File: src/rtl/bin2bcd_secuencial_pkg.sv
// Shared constants for the multiplier/BCD display path: default widths and
// the converter state encodings.
package bin2bcd_secuencial_pkg;

    localparam int DEF_WIDTH  = 16;
    localparam int DEF_DIGITS = 5;
    localparam int DEF_CNT_W  = 4;

    localparam logic [0:0] ST_IDLE = 1'b0;
    localparam logic [0:0] ST_CONV = 1'b1;

endpackage

File: src/rtl/bin2bcd_secuencial_if.sv
// Handshake and data bus between the multiplier glue logic and the converter.
interface bin2bcd_secuencial_if #(
    parameter int WIDTH  = 16,
    parameter int DIGITS = 5
);

    logic                  start;
    logic [WIDTH-1:0]      bin;
    logic                  busy;
    logic                  done;
    logic [4*DIGITS-1:0]   bcd;

    modport master (
        output start,
        output bin,
        input  busy,
        input  done,
        input  bcd
    );

    modport slave (
        input  start,
        input  bin,
        output busy,
        output done,
        output bcd
    );

endinterface

File: src/rtl/bin2bcd_secuencial_bcd_ajuste_digito.sv
// One double-dabble digit correction: add 3 to a BCD nibble that is 5 or more
// so the following left shift carries correctly into the next decimal digit.
module bcd_ajuste_digito (
    input  logic [3:0] i_digit,
    output logic [3:0] o_digit
);

    assign o_digit = (i_digit >= 4'd5) ? (i_digit + 4'd3) : i_digit;

endmodule

File: src/rtl/bin2bcd_secuencial.sv
// Sequential shift-and-add-3 binary-to-BCD converter, one input bit per clock,
// with a start/busy/done handshake towards the 7-segment display path.
module bin2bcd_secuencial
    import bin2bcd_secuencial_pkg::*;
#(
    parameter int WIDTH  = DEF_WIDTH,
    parameter int DIGITS = DEF_DIGITS,
    parameter int CNT_W  = DEF_CNT_W
) (
    input  logic                 clk,
    input  logic                 rst_n,
    bin2bcd_secuencial_if.slave  bus
);

    localparam int BCD_W = 4 * DIGITS;
    localparam int SR_W  = BCD_W + WIDTH;
    localparam logic [CNT_W-1:0] LAST_CNT = CNT_W'(WIDTH - 1);

    logic [0:0]       r_state;
    logic [CNT_W-1:0] r_cnt;
    logic [SR_W-1:0]  r_shift;
    logic             r_busy;
    logic             r_done;
    logic [BCD_W-1:0] r_bcd;

    logic [SR_W-1:0]  w_adj;
    logic [SR_W-1:0]  w_next;

    // Binary part passes through untouched; only the BCD nibbles are corrected.
    assign w_adj[WIDTH-1:0] = r_shift[WIDTH-1:0];

    for (genvar g = 0; g < DIGITS; g++) begin : g_adj
        bcd_ajuste_digito u_adj (
            .i_digit (r_shift[WIDTH + 4*g +: 4]),
            .o_digit (w_adj[WIDTH + 4*g +: 4])
        );
    end

    assign w_next = {w_adj[SR_W-2:0], 1'b0};

    always_ff @(posedge clk or negedge rst_n) begin
        if (!rst_n) begin
            r_state <= ST_IDLE;
            r_cnt   <= '0;
            r_shift <= '0;
            r_busy  <= 1'b0;
            r_done  <= 1'b0;
            r_bcd   <= '0;
        end else begin
            r_done <= 1'b0;
            case (r_state)
                ST_IDLE: begin
                    if (bus.start) begin
                        r_shift <= {{BCD_W{1'b0}}, bus.bin};
                        r_cnt   <= '0;
                        r_state <= ST_CONV;
                        r_busy  <= 1'b1;
                    end
                end
                ST_CONV: begin
                    r_shift <= w_next;
                    r_cnt   <= r_cnt + 1'b1;
                    // Last bit: publish the result from the final adjust+shift.
                    if (r_cnt == LAST_CNT) begin
                        r_bcd   <= w_next[SR_W-1 -: BCD_W];
                        r_done  <= 1'b1;
                        r_busy  <= 1'b0;
                        r_state <= ST_IDLE;
                    end
                end
                default: begin
                    r_state <= ST_IDLE;
                    r_busy  <= 1'b0;
                end
            endcase
        end
    end

    assign bus.busy = r_busy;
    assign bus.done = r_done;
    assign bus.bcd  = r_bcd;

endmodule
File: src/flat_wrapper.sv
// flat-port wrapper written by rule: the top's interface ports become plain ports
module bin2bcd_secuencial_flat import bin2bcd_secuencial_pkg::*;
#(
    parameter int WIDTH  = DEF_WIDTH,
    parameter int DIGITS = DEF_DIGITS,
    parameter int CNT_W  = DEF_CNT_W
)
  (clk, rst_n, bus_start, bus_bin, bus_busy, bus_done, bus_bcd);
  bin2bcd_secuencial_if #(.WIDTH(WIDTH), .DIGITS(DIGITS)) bus_i ();
  input  logic clk;
  input  logic rst_n;
  input wire logic [$bits(bus_i.start)-1:0] bus_start;
  input wire logic [$bits(bus_i.bin)-1:0] bus_bin;
  output wire logic [$bits(bus_i.busy)-1:0] bus_busy;
  output wire logic [$bits(bus_i.done)-1:0] bus_done;
  output wire logic [$bits(bus_i.bcd)-1:0] bus_bcd;
  assign bus_i.start = bus_start;
  assign bus_i.bin = bus_bin;
  assign bus_busy = bus_i.busy;
  assign bus_done = bus_i.done;
  assign bus_bcd = bus_i.bcd;
  bin2bcd_secuencial #(.WIDTH(WIDTH), .DIGITS(DIGITS), .CNT_W(CNT_W)) u_core (.clk(clk), .rst_n(rst_n), .bus(bus_i));
endmodule
File: config.mk
export PLATFORM = sky130hd
export DESIGN_NAME = bin2bcd_secuencial_flat
export DESIGN_NICKNAME = d
export VERILOG_FILES = /design/src/rtl/bin2bcd_secuencial_pkg.sv /design/src/rtl/bin2bcd_secuencial_if.sv /design/src/rtl/bin2bcd_secuencial_bcd_ajuste_digito.sv /design/src/rtl/bin2bcd_secuencial.sv /design/src/flat_wrapper.sv
export SDC_FILE = /design/constraint.sdc
export NUM_CORES = 1
export LEC_CHECK = 0
export BUFFER_PORTS_ARGS = -buffer_cell sky130_fd_sc_hd__buf_2
export CORE_MARGIN = 2
export CORE_UTILIZATION = 57
export DETAILED_ROUTE_END_ITERATION = 6
export GPL_TIMING_DRIVEN = 0
export MAX_ROUTING_LAYER = met4
export PLACE_DENSITY = 0.87
export SETUP_SLACK_MARGIN = 0.1
export SYNTH_ARGS = -nofsm -noshare
export SYNTH_HDL_FRONTEND = slang
export SYNTH_HIERARCHICAL = 1
export SYNTH_SLANG_ARGS = --single-unit
File: constraint.sdc
create_clock -name clk -period 1.83 [get_ports clk]
set_clock_uncertainty 0.1 [all_clocks]
set_input_delay 0.0915 -clock clk [delete_from_list [all_inputs] [get_ports clk]]
set_output_delay 0.0915 -clock clk [all_outputs]
set_load 0.1 [all_outputs]
# After elaboration in Yosys (flattened, before gate mapping)
# Index checks and enable logic that the tools add are counted.
[word_totals] regBits=63 inputBits=19 out_inout_bits=22 word_cells=40
[classes] addsub=6 n_lt_le_gt_ge=5 n_eq_ne=3 muxes=17 n_bitwise=1 n_reduce_logical=2
[ops] cell="36-bit one-hot mux with 2 select lines" count=1
[ops] cell="36-bit 2-to-1 mux" count=1
[ops] cell="4-bit by 3-bit >= comparator with 1-bit output (second input constant)" count=5
[ops] cell="4-bit 2-to-1 mux" count=5
[ops] cell="4-bit by 2-bit adder with 4-bit output (second input constant)" count=4
[ops] cell="4-bit one-hot mux with 2 select lines" count=1
[ops] cell="1-bit 2-to-1 mux" count=6
[ops] cell="4-bit by 1-bit adder with 4-bit output (second input constant)" count=1
[ops] cell="4-bit equality test (second input constant)" count=1
[ops] cell="2-bit inequality test (second input constant)" count=2
[ops] cell="1-bit one-hot mux with 2 select lines" count=2
[ops] cell="2-bit AND reduction" count=2
[ops] cell="3-bit by 2-bit adder with 3-bit output (second input constant)" count=1
[ops] cell="3-bit 2-to-1 mux" count=1
[ops] cell="1-bit NOT" count=1

# Depth between registers and ports, before layout
[logic_depth] depth_word=3 ltp_mapped=7 depth_no_buf=7

# Modules after synthesis
# The synthesis kept the hierarchy.
[by_module_without_submodules] module="bin2bcd_secuencial" n_inst=1 cells_per_inst=222 area_per_inst_um2=2468.6
[by_module_without_submodules] module="bcd_ajuste_digito" n_inst=5 cells_per_inst=16 area_per_inst_um2=101.3

# Least setup slack after synthesis
# No wires, ideal clock.
[synth_path] path_kind="register to register" startpoint="reg u_core.r_shift[16]" endpoint="reg u_core.r_shift[18]" setup_time_ns=0.121 t_arrival_ns=1.253 required_ns=1.609 setup_slack_ns=0.356 stages_incl_launch_ff=6 n_path_buf=0 period_less_slack_ns=1.474 path_cell_list="dfrtp_1 > ha_1 > nand2b_1 > a21oi_2 > mux2i_1 > a22o_1"
[synth_via] elab_chain_len=3 word_cells_on_any_way=4 classes_between="1 x add/sub; 1 x order compare; 2 x mux"
[synth_rtl] item="start: declaration" line="bin2bcd_secuencial.sv:21" text="logic [SR_W-1:0] r_shift;"
[synth_rtl] item="start signal: assignment" line="bin2bcd_secuencial.sv:54" text="r_shift <= {{BCD_W{1'b0}}, bus.bin};"
[synth_rtl] item="start signal: assignment" line="bin2bcd_secuencial.sv:61" text="r_shift <= w_next;"
[synth_rtl] item="4-bit by 2-bit adder with 4-bit output or 4-bit by 3-bit >= comparator with 1-bit output (tied branches)" line="bin2bcd_secuencial_bcd_ajuste_digito.sv:8" text="assign o_digit = (i_digit >= 4'd5) ? (i_digit + 4'd3) : i_digit;"
[synth_rtl] item="4-bit 2-to-1 mux (*)" line="bin2bcd_secuencial_bcd_ajuste_digito.sv:8"
[synth_rtl] item="net u_core.w_adj[17]" line="bin2bcd_secuencial.sv:26" text="logic [SR_W-1:0] w_adj;"
[synth_rtl] item="36-bit one-hot mux with 2 select lines (*)" line="bin2bcd_secuencial.sv:51" text="case (r_state)"
# The timed path passes the listed nets; every way through them passes the cells marked *.
# A chain may end at the register's enable or synchronous reset.

# Final worst setup path
[layout_path] startpoint="reg u_core.r_shift[25]" endpoint="reg u_core.r_shift[26]"
# Same word-level chain as after synthesis.

==> PnR_summary.wiki <==
{| class="wikitable"
! Metric !! Value
|-
| Number of search-and-repair iterations in the first detailed-routing pass || 4
|-
| Top-level port count || 41
|-
| Startpoint-to-endpoint class of the critical path || reg2reg
|-
| Dominant delay contributor by cell family on the critical path || flip-flops
|-
| Outcome || finished clean
|-
| Routed vias/inst || 5.29
|-
| Average cell area after synthesis || 9.92 um2
|-
| Vias in the first global route || 2,349
|-
| Wire length of the first global-routing pass || 10,600 um
|-
| Worst slack on hold paths || 20.6 ps
|-
| Number of cells in the finished layout apart from fillers || 440
|-
| Per-cell routed wire length || 13.8 um
|-
| Count of buffers inserted at the top-level ports || 39
|-
| Transition at the pin with the smallest max-transition slack || 762 ps
|-
| Final critical-path required period || 1680 ps
|-
| Worst Path Arrival || 1850 ps
|-
| Fraction of layout instances using a drive strength above 1 || 0.208
|-
| Critical Path Source Type || flip-flop
|-
| Effective utilization at floorplan || 0.586
|-
| Largest stage delay on the critical path || 390 ps
|-
| Total cell area at the placement stage || 0.00324 mm2
|-
| Maximum clock frequency || 0.595 GHz
|-
| # setup viols final || 0
|-
| Core Region || 0.00504 mm2
|-
| Relative slew margins || 0.492
|-
| Final max-slew violation count || 0
|-
| Cell at the root of the clock tree || clkbuf_8
|-
| Standard-cell row count || 26
|-
| Total number of vias || 2,326
|-
| Detailed Route WL || 6070 um
|-
| Cell total after placement || 407
|-
| Post-Route Setup TNS || 0 ps
|-
| Pin count of the biggest net entering global routing || 64
|-
| Clock input transition at the sequential cells of the worst setup and hold paths || 70 ps
|-
| DRT antenna net count || 0
|-
| Highest net fanout along the worst path || 3
|-
| Post-synthesis cell count || 298
|-
| Clock buffer count from CTS || 9
|-
| Most common library cell in the layout ignoring fill and taps || nand2_1
|-
| Count of buffering cells on the critical path with inverters included || 1
|-
| Highest-count cells in the layout ignoring fill and taps || nand2_1, dfrtp_1, buf_2
|-
| Overall die height || 76.0 um
|-
| Cell-by-cell listing of the critical path || inv_1 > ha_1 > nand2b_1 > a21oi_2 > mux2i_1 > a22o_1
|-
| Area enclosed by the die boundary || 0.00578 mm2
|-
| Classification of the worst-slack hold path || in2reg
|-
| Routability Congestion || 0.761
|-
| DRC marker count from the first detailed-route iteration || 151
|-
| Required time reported for the critical path endpoint || 2000 ps
|-
| All-layer global routing usage || 0.235
|-
| Netlist Area Pre-Place || 0.00296 mm2
|-
| Number of H-tree levels || 3
|-
| DRC violation count after routing || 0
|-
| Final design instance area without fill || 0.00362 mm2
|-
| Number of nets produced by synthesis || 328
|-
| Worst-Skew Late Latency || 330 ps
|-
| Die span in x || 76.0 um
|-
| Antenna violations before repair || 0
|-
| Critical Path Sink Type || flip-flop
|-
| CTS max path bufs || 2
|-
| Clk sink count || 63
|-
| Number of antenna cells inserted || 0
|-
| Net count, final || 395
|-
| Setup repair after global routing missed its margin || yes
|-
| Slowest library cell on the worst path || dfrtp_1
|-
| Clock tree from TritonCTS || built
|-
| Layout overhead on the synthesized area || 22.6%
|-
| Yosys warns || 6
|-
| Period utilisation layout || 0.919
|-
| Estimated wirelength of the detail-placed design || 3910 um
|-
| Final global-route overflow total || 0
|-
| Number of max-capacitance violations reported || 0
|-
| Final-report hold violation count || 0
|}
-- stage by stage --
step,util,worst slack (ps)
detailed placement,0.642,211
floorplan,-,356
global route,0.719,73.0
finish,0.719,149
global placement,0.642,263
CTS,0.713,152
-- metal layers --
layer  vias up  GRT usage  part of all wire
met2        61      0.373              0.49
met4         0      0.111             0.026
met3        17     0.0474             0.045
met1      1122      0.294              0.44
met5         -          -                 0
li1       1126          -                 -
-- what timing repair did --
action,in CTS,in global routing
buffers inserted,0,1
endpoints found under the setup margin,0,7
hold buffers,15,1
gates resized for setup,0,3
hold endpoints to repair,15,63
-- final timing paths --
kind,startpoint,end,slack [ps],cells past startpoint
worst max-delay path,u_core/r_shift[25],u_core/r_shift[26],150,6
min in group asynchronous,rst_n,u_core/r_shift[11],260,2
max in group asynchronous,rst_n,u_core/r_shift[28],820,2
worst max register to register,u_core/r_shift[25],u_core/r_shift[26],150,6
worst min-delay path,bus_bin[4],u_core/r_shift[4],20,3
worst min register to register,u_core/bus.bcd[13],u_core/bus.bcd[13],370,2
-- worst reg2reg max path: stages, from the launching register on --
cell      delay (ps)
dfrtp_1          390
inv_1             90
ha_1             180
nand2b_1         170
a21oi_2          200
mux2i_1          290
a22o_1           190
-- flip-flops by register name, indices dropped and copies added (netlist names) --
name and cells:
u_core/r_shift 36, u_core/r_state 1, u_core/bus.busy 1, u_core/r_cnt 4, u_core/bus.bcd 20, u_core/bus.done 1
-- area by class of cell --
type / count / area [um2]
buffer: 14 / 80.1
clock buffer: 13 / 169
clock inverter: 3 / 40.0
fill: 332 / 1420
inverter: 11 / 41.3
multi-input combinational: 210 / 1260
sequential: 63 / 1580
tap: 70 / 87.6
timing repair buffer: 56 / 365
Power is not shown: default switching activity piles up to over one toggle a cycle in this logic, so the estimate is an artifact.
